### src/rtl/debounce_pulse.sv
// Two-flop synchronizer plus stability-qualified debouncer with a one-cycle rising-edge pulse.
// Define DEBOUNCE_FALL_PULSE_EN to add a pulse_fall output on qualified falling transitions.
module debounce_pulse #(
  parameter int unsigned STABLE_CYCLES = 1000,
  parameter int unsigned CNT_WIDTH     = 10
) (
  input  logic clk,
  input  logic rst,
  input  logic din,
  output logic level,
  output logic pulse,
  output logic busy
`ifdef DEBOUNCE_FALL_PULSE_EN
  ,
  output logic pulse_fall
`endif
);

  // state  | meaning
  // LOW    | debounced level is 0, din_s agrees
  // W_HIGH | din_s went 1, counting stable cycles before raising level
  // HIGH   | debounced level is 1, din_s agrees
  // W_LOW  | din_s went 0, counting stable cycles before clearing level
  typedef enum logic [1:0] {
    LOW    = 2'd0,
    W_HIGH = 2'd1,
    HIGH   = 2'd2,
    W_LOW  = 2'd3
  } state_t;

  localparam logic [CNT_WIDTH-1:0] CNT_LAST = CNT_WIDTH'(STABLE_CYCLES - 1);

  state_t               state_q, state_d;
  logic [CNT_WIDTH-1:0] cnt_q, cnt_d;
  logic                 s1_q, s2_q;
  logic                 level_q, level_d;
  logic                 pulse_q, pulse_d;
  logic                 pulse_fall_q, pulse_fall_d;
  logic                 din_s;

  assign din_s = s2_q;

  always_ff @(posedge clk) begin
    if (rst) begin
      s1_q         <= 1'b0;
      s2_q         <= 1'b0;
      state_q      <= LOW;
      cnt_q        <= '0;
      level_q      <= 1'b0;
      pulse_q      <= 1'b0;
      pulse_fall_q <= 1'b0;
    end else begin
      s1_q         <= din;
      s2_q         <= s1_q;
      state_q      <= state_d;
      cnt_q        <= cnt_d;
      level_q      <= level_d;
      pulse_q      <= pulse_d;
      pulse_fall_q <= pulse_fall_d;
    end
  end

  // Counter is cleared on every wait-state entry and compared before incrementing, so it never wraps.
  always_comb begin
    state_d      = state_q;
    cnt_d        = cnt_q;
    level_d      = level_q;
    pulse_d      = 1'b0;
    pulse_fall_d = 1'b0;
    unique case (state_q)
      LOW: begin
        if (din_s) begin
          state_d = W_HIGH;
          cnt_d   = '0;
        end
      end
      W_HIGH: begin
        if (!din_s) begin
          state_d = LOW;
          cnt_d   = '0;
        end else if (cnt_q == CNT_LAST) begin
          state_d = HIGH;
          level_d = 1'b1;
          pulse_d = 1'b1;
        end else begin
          cnt_d = cnt_q + CNT_WIDTH'(1);
        end
      end
      HIGH: begin
        if (!din_s) begin
          state_d = W_LOW;
          cnt_d   = '0;
        end
      end
      W_LOW: begin
        if (din_s) begin
          state_d = HIGH;
          cnt_d   = '0;
        end else if (cnt_q == CNT_LAST) begin
          state_d      = LOW;
          level_d      = 1'b0;
          pulse_fall_d = 1'b1;
        end else begin
          cnt_d = cnt_q + CNT_WIDTH'(1);
        end
      end
      default: state_d = LOW;
    endcase
  end

  assign level = level_q;
  assign pulse = pulse_q;
  assign busy  = (state_q == W_HIGH) || (state_q == W_LOW);

`ifdef DEBOUNCE_FALL_PULSE_EN
  assign pulse_fall = pulse_fall_q;
`else
  // Falling qualification only clears level; the flop is left unobserved and trimmed.
  logic unused_pulse_fall;
  assign unused_pulse_fall = pulse_fall_q;
`endif

endmodule
### config.mk
export PLATFORM = sky130hd
export DESIGN_NAME = debounce_pulse
export DESIGN_NICKNAME = d
export VERILOG_FILES = /design/src/rtl/debounce_pulse.sv
export SDC_FILE = /design/constraint.sdc
export NUM_CORES = 1
export LEC_CHECK = 0
export CORE_MARGIN = 2
export CORE_UTILIZATION = 30
export CTS_CLUSTER_SIZE = 30
export DETAILED_ROUTE_END_ITERATION = 16
export PLACE_DENSITY = 0.57
export SLEW_MARGIN = 25
export SYNTH_ARGS = -nofsm -noshare
export SYNTH_HDL_FRONTEND = slang
export SYNTH_SLANG_ARGS = --single-unit
### constraint.sdc
create_clock -name clk -period 1.98 [get_ports clk]
set_input_delay 0.198 -clock clk [delete_from_list [all_inputs] [get_ports clk]]
set_output_delay 0.198 -clock clk [all_outputs]
set_load 0.01 [all_outputs]
==> Word-level counts from Yosys, hierarchy flattened <==
Index checks and enable logic that the tools add are counted.
{ "totals": {"output_inout_bits": 3, "regBits": 16} }
{ "classes": {"bitwise_logic": 2, "add_sub_neg": 1, "n_eq_ne": 12, "reduce_logical": 7, "mux": 19} }
{ "op_table": {"columns": ["op", "count"], "rows": [
  ["$mux W10", 5],
  ["$pmux W10 S4", 1],
  ["$mux W2", 6],
  ["$ne A2 B2 Y1 const B", 6],
  ["$add A10 B1 Y10 const B", 1],
  ["$eq A10 B10 Y1 const B", 1],
  ["$pmux W2 S4", 1],
  ["$ne A3 B3 Y1 const B", 2],
  ["$mux W1", 5],
  ["$reduce_and A5 Y1", 1],
  ["$eq A2 B2 Y1 const B", 2],
  ["$reduce_and A4 Y1", 1],
  ["$reduce_or A3 Y1", 1],
  ["$eq A2 B1 Y1 const B", 1],
  ["$logic_not A2 Y1", 1],
  ["$not A1 Y1", 2],
  ["$pmux W1 S2", 1],
  ["$reduce_and A2 Y1", 1],
  ["$reduce_bool A2 Y1", 1],
  ["$logic_or A1 B1 Y1", 1]
]} }

==> Longest topological paths before layout <==
{ "logic_depth": {"depth_word": 4, "depth_mapped": 5, "ltp_nobuf": 5} }

==> Worst setup path after synthesis <==
No wires, ideal clock.
{ "synth_timing": {"path_type": "register -> register", "start": "register cnt_q[0]", "end": "register cnt_q[8]", "path_buffers": 0, "path_stages_with_launch": 6, "setup_slack_ps": 416, "arrival_time_ps": 1489, "cell_sequence": "dfxtp_1 -> ha_1 -> nand2_1 -> or3_1 -> or4_1 -> o21ai_0"} }
{ "synth_via": {"elab_chain_cells": 4, "word_cells_on_any_way": 6, "classes_between": "1 x add/sub; 1 x eq/ne; 4 x mux"} }
{ "synth_rtl": {"columns": ["element", "line_no", "text"], "rows": [
  ["start, declared", "34", "logic [CNT_WIDTH-1:0] cnt_q, cnt_d;"],
  ["start signal, assigned", "56", "cnt_q <= cnt_d;"],
  ["$add A10 B1 Y10 or $eq A10 B10 Y1 (tied branches)", null, null],
  ["$mux W10 *", "81, 99", null],
  ["$mux W10, on equally long branches", "96, 78", null],
  ["$pmux W10 S4 *", "70", "unique case (state_q)"]
]} }
Mark *: on every way between the ends. The rest lies on a longest branch, timed or not.
A chain may end at the register's enable or synchronous reset.

==> Final worst setup path <==
{ "layout_timing": {"start": "register cnt_q[0]", "end": "register cnt_q[3]"} }
Same word-level chain as after synthesis.

==> impl_metrics.toml <==
[outcome]
outcome = "complete, no violations"

[finish]
utilization_pct = 36.95
fill_cells = 239
final_layout_size_suffix_gt1_share_pct = 12.24
diodes = 0
final_net_count = 103
final_cells = 128
area_delta_synth_final_pct = 18.08
multi_input_area_um2 = 436.7
regArea_um2 = 320.3
final_cell_area_um2 = 907.1

[route]
ant_nets = 0
wl_per_cell_um = 12.59
drt-pass1-iter-count = 4
drc = 0
num_vias = 692
vias_per_cell = 5.406
drt-initial-drc-count = 18
drt-total-wl_um = 1611

[placed_design]
portBuffers = 5
place_congestion = 0.8299
dp_hpwl_um = 1124
post-place-ws_ps = 268.7
dpl.cell_count = 124
placed_area_um2 = 870.8

[die]
core_um2 = 2455
die_w_um = 54.61
die_h_um = 54.61
start_util_pct = 31.29
dieArea_um2 = 2982
ios = 6
rows = 18

[timing]
worst_pin_slew_ps = 545.9
rsz0062_at_grt = "false"
hold_viol = 0
worst_slack_ps = 236.6
fin_setup_tns_ps = 0
fin_crit_ps = 1743
fin_skew_ps = 1.099
setup_violations = 0
slew_headroom_pct = 63.35
slew_violations = 0
max_freq_mhz = 573.6
period_share_pct = 88.05

[pwr]
p_leak_uw = 0.0002841
ir_worst_vdd_mv = 0.3754
switching_share_pct = 22.14
pwr-share-comb_pct = 5.4
p_clk_share_pct = 37.8
seqPwrFrac_pct = 56.7
power_per_cell_area_nw_per_um2 = 642.2
p_int_uw = 453.6
p_sw_uw = 129.0

[setup_path]
crit_path_end_kind = "flop"
critPathKind = "reg -> reg"
reg2reg_to = "cnt_q[3]"
worstSetupEndpoint = "cnt_q[3]"
crit_family = "simple AND/OR/NAND/NOR gates"
worstPathArrival_ps = 1970
path_buf_inv = 1
path_cells = "ha_1 -> nand2_1 -> nor3_1 -> buf_4 -> or4_1 -> a21oi_1"
startpoint = "cnt_q[0]"
critical_path.max_stage_delay_ps = 490
cp.depth = 6
cp-start-kind = "flop"
slowest_stage = "or4_1"
critPathRequiredTime_ps = 2210
r2r_cells = 6
rrSetupSlack_ps = 240
cp_max_fo = 7
r2r_start = "cnt_q[0]"

[global_routing]
antenna_found_initial = 0
grt_max_degree = 11
track_usage_pct = 12.03
grt_pass1_wl_um = 2435
grt_pass1_vias = 570
grt_remaining_overflow = 0

[synth]
yosysWarnings = 0
netlist_area_um2 = 768.2
synthTopCellsByArea = "dfxtp_1 42%, nand3_1 5.9%, xnor2_1 4.6%"
synth.ff_latch_count = 16
ys_seq_area_share_pct = 41.69
ys_types = 33
ys_async_sr_fraction_pct = 0
synth_nets = 92
yosysMostFrequentCell = "dfxtp_1"
synth.avg_cell_area_um2 = 8.730
synth_top_area_share_pct = 41.69
synth_top_cell_by_area = "dfxtp_1"
synth-edff-count = 0
synth_common_cells = "16 x dfxtp_1, 9 x nand3_1, 7 x nand2_1"
synthCells = 88
ys.flop_type = "dfxtp_1"

[flow_run]
maxCapViolCount = 0

[clocking]
clock-sinks = 16
htree_levels = 1
path_clk_slew_ps = 90
cts_buffer_depth = 2
cts_resized = 0
cts-root-buf = "clkbuf_4"
numCtsBuffers = 3
clk-insertion-delay-late_ps = 290
ctsHoldBuffers = 0
tritoncts = "yes"
cts_setup_buffers = 0

[worst_hold_path]
hold_path_class = "reg -> reg"
power groups by stage:
stage / Clock [uW] / Sequential [uW] / Combinational, uW
floorplan: 0 / 338 / 15.8
global placement: 0 / 338 / 31.8
detailed placement: 0 / 338 / 31.6
CTS: 228 / 331 / 31.8
global route: 231 / 331 / 34.6
finish: 220 / 331 / 31.7
registers in the layout, summed over array words and instances (netlist names), named ones only:
name	cells
state_q	1
din_s	1
cnt_q	10
pulse	1
s1_q	1
level	1
per-layer routing:
layer  up-vias  part of all wire (%)  wire (um)  track usage [%]
met1       323                    48        768            15.10
met4         0                   3.3         53            10.00
li1        345                     -          -                -
met2        19                    45        722            18.06
met3         5                   4.1         66            1.639
met5         -                     0          0                0
metrics by stage:
step                      hold WS, ps  power, uW
after global placement          418.0      369.6
after global routing            456.5      597.1
after floorplan                 269.6      353.9
after CTS                       446.1      590.4
after detailed placement        427.4      369.6
final                           446.0      582.6
worst min path at each step:
| stage | startpoint | endpoint | slack [ps] | cells past startpoint |
|---|---|---|---|---|
| after floorplan | rst | din_s | 270 | 1 |
| after global placement | s1_q | din_s | 420 | 1 |
| after detailed placement | s1_q | din_s | 430 | 1 |
| after CTS | din | s1_q | 450 | 2 |
| after global routing | s1_q | din_s | 460 | 1 |
| final | s1_q | din_s | 450 | 1 |
kinds of logic after synthesis:
| group | count (synthesis) | synth area share [%] |
|---|---|---|
| buf+inv | 3 | 1.466 |
| compound gates | 15 | 11.40 |
| fa+ha+maj | 1 | 1.628 |
| xor+xnor | 6 | 7.818 |
| simple gates | 47 | 35.99 |
| flops | 16 | 41.69 |
layout by cell type, fill, tap and decap left out, types with 2 or more instances in the layout:
cell / Yosys / layout
nor4_1: 2 / 2
nand3b_1: 2 / 2
nor3_1: 3 / 3
nand2_1: 7 / 7
buf_4: 0 / 3
clkbuf_4: 0 / 3
xnor2_1: 4 / 4
nor2b_1: 2 / 2
a21oi_1: 5 / 5
clkdlybuf4s50_1: 0 / 5
or3_1: 3 / 3
dfxtp_1: 16 / 16
nand3_1: 9 / 9
o21bai_1: 2 / 2
o21ai_0: 3 / 3
a31oi_1: 2 / 2
or4_1: 3 / 3
nor2_1: 6 / 6
layout make-up:
class                           count  share of cell area [%]
Clock buffer                        4                   4.000
Sequential cell                    16                   35.31
Multi-Input combinational cell     69                   48.14
Tap cell                           30                   4.138
Timing Repair Buffer                8                   8.000
Inverter                            1                  0.4138
(Power assumes the default switching activity.)
